[config.mk]
export PLATFORM = sky130hd
export DESIGN_NAME = syn_input_scheduler
export DESIGN_NICKNAME = d
export VERILOG_FILES = /design/src/rtl/syn_input_scheduler_pkg.sv /design/src/rtl/syn_input_scheduler_rr_arbiter.sv /design/src/rtl/syn_input_scheduler.sv
export SDC_FILE = /design/constraint.sdc
export NUM_CORES = 1
export LEC_CHECK = 0
export CAP_MARGIN = 20
export CORE_MARGIN = 2
export CORE_UTILIZATION = 43
export CTS_CLUSTER_SIZE = 28
export DETAILED_ROUTE_END_ITERATION = 6
export PLACE_DENSITY = 0.8
export SLEW_MARGIN = 5
export SYNTH_ARGS = -nofsm -noshare
export SYNTH_HDL_FRONTEND = slang
export SYNTH_HIERARCHICAL = 1
export SYNTH_SLANG_ARGS = --single-unit
[constraint.sdc]
create_clock -name clk -period 2.31 [get_ports clk]
set_input_delay 0.462 -clock clk [delete_from_list [all_inputs] [get_ports clk]]
set_output_delay 0.462 -clock clk [all_outputs]
set_load 0.03 [all_outputs]
[src/rtl/syn_input_scheduler_pkg.sv]
// Shared types and defaults for the synaptic input scheduler.
package syn_sched_pkg;

  typedef enum logic [1:0] {
    IDLE    = 2'd0,
    DRIVE   = 2'd1,
    REFRACT = 2'd2
  } sched_state_e;

  localparam int unsigned DEF_NUM_CH = 4;
  localparam int unsigned DEF_W      = 8;
  localparam int unsigned DEF_DWELL  = 4;
  localparam int unsigned DEF_THRESH = 200;
  localparam int unsigned DEF_REFRAC = 16;

  // Bits needed to hold a down-counter or index in the range 0..n-1.
  function automatic int unsigned cnt_w(input int unsigned n);
    return (n < 2) ? 1 : $clog2(n);
  endfunction

endpackage

[src/rtl/syn_input_scheduler_rr_arbiter.sv]
// Combinational round-robin pick: first requester at or after ptr, ascending with wrap.
module rr_arbiter
  import syn_sched_pkg::*;
#(
  parameter int unsigned NUM_CH = DEF_NUM_CH,
  parameter int unsigned PTR_W  = cnt_w(NUM_CH)
) (
  input  logic [NUM_CH-1:0] req,
  input  logic [PTR_W-1:0]  ptr,
  output logic [NUM_CH-1:0] gnt,
  output logic              valid
);

  // Search the upper segment [ptr..NUM_CH-1] first, then wrap to the bottom.
  always_comb begin : pick
    logic w_hit_hi;
    logic w_hit_lo;
    gnt      = '0;
    valid    = |req;
    w_hit_hi = 1'b0;
    w_hit_lo = 1'b0;
    for (int unsigned j = 0; j < NUM_CH; j++) begin
      if (!w_hit_hi && req[j] && (j >= 32'(ptr))) begin
        gnt[j]   = 1'b1;
        w_hit_hi = 1'b1;
      end
    end
    if (!w_hit_hi) begin
      for (int unsigned j = 0; j < NUM_CH; j++) begin
        if (!w_hit_lo && req[j]) begin
          gnt[j]   = 1'b1;
          w_hit_lo = 1'b1;
        end
      end
    end
  end

endmodule

[src/rtl/syn_input_scheduler.sv]
// Round-robin I_syn scheduler with dwell window and post-spike refractory period.
// Optional spike_cnt output is enabled by defining SYN_SCHED_SPIKE_CNT_EN.
module syn_input_scheduler
  import syn_sched_pkg::*;
#(
  parameter int unsigned   NUM_CH = DEF_NUM_CH,
  parameter int unsigned   W      = DEF_W,
  parameter int unsigned   DWELL  = DEF_DWELL,
  parameter logic [W-1:0]  THRESH = W'(DEF_THRESH),
  parameter int unsigned   REFRAC = DEF_REFRAC
) (
  input  logic                  clk,
  input  logic                  rst_n,
  input  logic [NUM_CH-1:0]     req,
  input  logic [NUM_CH*W-1:0]   weight,
  output logic [NUM_CH-1:0]     gnt,
  output logic [W-1:0]          I_syn,
  input  logic [W-1:0]          V_mem,
  output logic                  spike,
  output logic                  busy,
  output logic                  refrac
`ifdef SYN_SCHED_SPIKE_CNT_EN
  ,
  output logic [15:0]           spike_cnt
`endif
);

  localparam int unsigned PTR_W = cnt_w(NUM_CH);
  localparam int unsigned DW_W  = cnt_w(DWELL);
  localparam int unsigned RF_W  = cnt_w(REFRAC);

  sched_state_e       r_state, w_state_nxt;
  logic [PTR_W-1:0]   r_ptr, w_ptr_nxt, w_ptr_adv;
  logic [DW_W-1:0]    r_dwell, w_dwell_nxt;
  logic [RF_W-1:0]    r_ref, w_ref_nxt;
  logic [W-1:0]       r_vmem;
  logic [W-1:0]       r_isyn, w_isyn_nxt, w_wsel;
  logic [NUM_CH-1:0]  r_gnt, w_gnt_nxt, w_arb_gnt;
  logic               r_spike, w_spike_nxt;
  logic               w_arb_valid, w_do_grant, w_spike_det;

  rr_arbiter #(
    .NUM_CH (NUM_CH),
    .PTR_W  (PTR_W)
  ) u_arb (
    .req   (req),
    .ptr   (r_ptr),
    .gnt   (w_arb_gnt),
    .valid (w_arb_valid)
  );

  always_comb begin
    w_wsel    = '0;
    w_ptr_adv = '0;
    for (int unsigned k = 0; k < NUM_CH; k++) begin
      if (w_arb_gnt[k]) begin
        w_wsel    = weight[k*W +: W];
        w_ptr_adv = (k == NUM_CH - 1) ? '0 : PTR_W'(k + 1);
      end
    end
  end

  always_comb begin
    w_state_nxt = r_state;
    w_ptr_nxt   = r_ptr;
    w_dwell_nxt = r_dwell;
    w_ref_nxt   = r_ref;
    w_isyn_nxt  = r_isyn;
    w_gnt_nxt   = '0;
    w_spike_nxt = 1'b0;
    w_do_grant  = 1'b0;
    w_spike_det = (r_state != REFRACT) && (r_vmem >= THRESH);

    unique case (r_state)
      IDLE: begin
        w_isyn_nxt = '0;
        w_do_grant = w_arb_valid;
      end
      DRIVE: begin
        if (r_dwell != '0) begin
          w_dwell_nxt = r_dwell - DW_W'(1);
        end else if (w_arb_valid) begin
          w_do_grant = 1'b1;
        end else begin
          w_isyn_nxt  = '0;
          w_state_nxt = IDLE;
        end
      end
      REFRACT: begin
        w_isyn_nxt = '0;
        if (r_ref == '0) w_state_nxt = IDLE;
        else             w_ref_nxt   = r_ref - RF_W'(1);
      end
      default: w_state_nxt = IDLE;
    endcase

    // A spike overrides any grant due on the same edge; ptr already sits past an aborted channel.
    if (w_spike_det) begin
      w_spike_nxt = 1'b1;
      w_isyn_nxt  = '0;
      w_ref_nxt   = RF_W'(REFRAC - 1);
      w_state_nxt = REFRACT;
    end else if (w_do_grant) begin
      w_gnt_nxt   = w_arb_gnt;
      w_isyn_nxt  = w_wsel;
      w_dwell_nxt = DW_W'(DWELL - 1);
      w_ptr_nxt   = w_ptr_adv;
      w_state_nxt = DRIVE;
    end
  end

  always_ff @(posedge clk or negedge rst_n) begin
    if (!rst_n) begin
      r_state <= IDLE;
      r_ptr   <= '0;
      r_dwell <= '0;
      r_ref   <= '0;
      r_vmem  <= '0;
      r_isyn  <= '0;
      r_gnt   <= '0;
      r_spike <= 1'b0;
    end else begin
      r_state <= w_state_nxt;
      r_ptr   <= w_ptr_nxt;
      r_dwell <= w_dwell_nxt;
      r_ref   <= w_ref_nxt;
      r_vmem  <= V_mem;
      r_isyn  <= w_isyn_nxt;
      r_gnt   <= w_gnt_nxt;
      r_spike <= w_spike_nxt;
    end
  end

`ifdef SYN_SCHED_SPIKE_CNT_EN
  logic [15:0] r_spike_cnt;

  always_ff @(posedge clk or negedge rst_n) begin
    if (!rst_n)           r_spike_cnt <= '0;
    else if (w_spike_nxt) r_spike_cnt <= r_spike_cnt + 16'd1;
  end

  assign spike_cnt = r_spike_cnt;
`endif

  assign gnt    = r_gnt;
  assign I_syn  = r_isyn;
  assign spike  = r_spike;
  assign busy   = (r_state == DRIVE);
  assign refrac = (r_state == REFRACT);

endmodule

==> results.yml <==
run_status:
  outcome: "complete, no violations"
power_and_ir_drop:
  p_clk_share_pct: 15.4
  internal-power_mw: 1.30
  combPwrFrac_pct: 49.4
  swShare_pct: 37.7
  power_mw: 2.09
  p_seq_share_pct: 35.2
  switching_power_uw: 789
  ir_worst_vdd_mv: 0.417
  power.density_nw_per_um2: 925
  cellLeakagePower_nw: 0.967
timing:
  slew_headroom_pct: 74.8
  period_minus_slack_ns: 2.22
  slew_violations: 0
  rsz0062_at_grt: "no"
  hold_ws_ns: 0.280
  skew_ns: 0.00225
  finalCritPeriodShare_pct: 96.1
  worst_pin_slew_ns: 0.378
  finalHoldViolations: 0
  setup_viol: 0
  max_freq_ghz: 0.451
final_layout:
  antenna_cells: 0
  fin_nets: 262
  num-fill-cells: 300
  final_cell_count_no_fill: 260
  drive_gt1_share_pct: 10.3
  syn_to_final_growth_pct: 48.3
worst_hold_path:
  hold_path.class: "input port to async pin"
yosys:
  ys_types: 35
  synth_edf_count: 0
  async_reset_ff_share_pct: 100
  yosysSeqAreaShare_pct: 45.9
  syn_nets: 197
  synth_largest_area_cell: "dfrtp_1"
  synth_ff_type: "dfrtp_1"
  synthTopCellsByArea: "dfrtp_1 46%, or4bb_1 5.9%, nand2b_1 5.3%, a32o_1 5.3%, a21oi_1 4.6%"
  ys_ff_latch: 28
  yosys_warnings: 6
  syn_avg_cell_area_um2: 10.2
  netlist_area_um2: 1530
  synth_cells: 150
  yosys.area.top_type_share_pct: 45.9
setup_path:
  cpLargestDelayFamily: "buffers and inverters"
  critPathLaunchType: "flop"
  crit_path_top_delay_cell: "clkdlybuf4s50_1"
  reg2reg_depth: 6
  worst-path-stages: 3
  crit_required_ns: 1.85
  critPathMaxFanout: 5
  cpPeakStageDelay_ns: 0.66
  endpoint_kind: "output port"
  cp.arrival_ns: 1.76
  cp-startpoint: "r_state[1]"
  path_cells: "nand2b_1 > inv_1 > clkdlybuf4s50_1"
  r2r-start: "r_ptr[1]"
  rrSetupSlack_ns: 0.38
  worst-path-buf-inv: 2
  worst-setup-path-type: "flop to output port"
detailed_routing:
  drtIter0Drc: 70
  ant_nets: 0
  drt_first_pass_iters: 4
  drc: 0
  wl_per_cell_um: 14.5
  num_vias: 1422
  viasPerCell: 5.47
  drt_wl_total_um: 3780
floorplanning:
  die_w_um: 63.6
  pin_count: 61
  die_h_um: 63.6
  die-area_um2: 4040
  core_area_um2: 3360
  initial_core_util_pct: 45.3
  rows: 21
clock_tree:
  clkSinkCount: 28
  max-clock-path-buffers: 2
  cts_made_buffers: 3
  clk_pin_slew_ns: 0.15
  cts_tree: "done"
  cts_root_buf: "clkbuf_4"
  postCtsSetupRepairBufs: 0
  postCtsHoldBufs: 0
  cts_max_level: 1
  clock_latency_ns: 0.33
placement:
  io_buffers: 57
  dp_hpwl_um: 2960
  place_inst: 256
  globalplace.congestion: 0.794
grt:
  grt_max_degree: 27
  grt_pass1_vias: 1412
  antenna_found_initial: 0
  grt-ovfl-total: 0
  grt_usage_pct: 19.9
  grt_pass1_wl_um: 6400
job:
  drv_cap: 0
[cell families (layout without fill, tap and decap cells)]
logic type	after synthesis	after routing	share of synthesized area [%]
compound gates	42	42	20.6
fa+ha+maj	1	1	0.820
buf+inv	16	80	4.43
flops	28	28	45.9
mux	2	2	1.39
simple gates	61	61	26.8
[flip-flops by register name, summed over array words and instances (netlist names)]
name	flops
r_dwell	2
gnt	4
spike	1
r_state	2
r_vmem	5
r_ptr	2
r_ref	4
I_syn	8
[metal layers]
metal | routed length (um) | GRT usage, %
met5 | 0 | 0
met4 | 50 | 5.43
met3 | 218 | 3.21
met2 | 2020 | 36.3
met1 | 1490 | 24.1
[power groups by stage]
stage | Clock, mW | Combinational (mW) | Sequential, mW
after floorplan | 0 | 0.490 | 0.864
after global placement | 0 | 1.00 | 0.734
after detailed placement | 0 | 1.04 | 0.746
after CTS | 0.327 | 1.04 | 0.737
after global routing | 0.349 | 1.13 | 0.759
final | 0.323 | 1.03 | 0.736
[layout make-up]
type | count | area (um2) | share of cell area (%)
multi-input cells | 106 | 757 | 33.5
repair buffers | 67 | 661 | 29.2
inverters | 9 | 33.8 | 1.49
well taps | 46 | 57.6 | 2.54
flip-flops and latches | 28 | 701 | 31.0
clock buffers | 3 | 22.5 | 0.996
clock inverters | 1 | 30.0 | 1.33
[Yosys cell counts, types with 2 or more instances]
master,instances
inv_1,6
a21oi_1,14
nand2b_1,13
dfrtp_1,28
nand2_1,3
nor3_1,2
a32o_1,8
o21a_1,2
and2_1,6
nor2_1,4
o21ai_0,3
a31oi_1,3
inv_2,2
nand3b_1,8
nand3_1,9
o221a_2,2
and3_1,4
or4bb_1,8
clkbuf_1,6
o21ai_1,4
[worst paths after layout]
| check | end |
|---|---|
| min in group clk | I_syn[4] |
| max in group asynchronous | I_syn[5] |
| hold reg to reg | I_syn[4] |
| setup reg to reg | I_syn[6] |
| setup / recovery | busy |
| hold / removal | r_vmem[7] |
[through the flow]
stage / TNS (ns) / instance area (um2) / util (%) / worst slack, ns
after global placement: -0.533 / 2210 / 65.6 / -0.0746
after CTS: 0 / 2260 / 67.2 / 0.00985
after floorplan: 0 / 1530 / - / 0.336
after global routing: 0 / 2260 / 67.3 / 0.0221
after detailed placement: -1.12 / 2210 / 65.6 / -0.207
final: 0 / 2260 / 67.3 / 0.0908
[repair_timing]
item,in CTS,in global routing
hold endpoints to repair,0,0
gates resized for setup,0,1
endpoints found under the setup margin,0,1
[placed cells by master, fill, tap and decap left out, types with 2 or more instances in the layout]
master,n
a21oi_1,14
inv_1,6
nand3_1,9
o21ai_1,5
and3_1,4
nand2_1,3
nor3_1,2
or4bb_1,8
a32o_1,8
nand3b_1,8
inv_2,2
and2_1,6
nor2_1,4
dfrtp_1,28
o21ai_0,2
a31oi_1,3
o21a_1,2
clkbuf_4,3
o221a_2,2
buf_4,9
nand2b_1,13
clkdlybuf4s50_1,56
No activity file was read; power rests on OpenSTA's default activity.
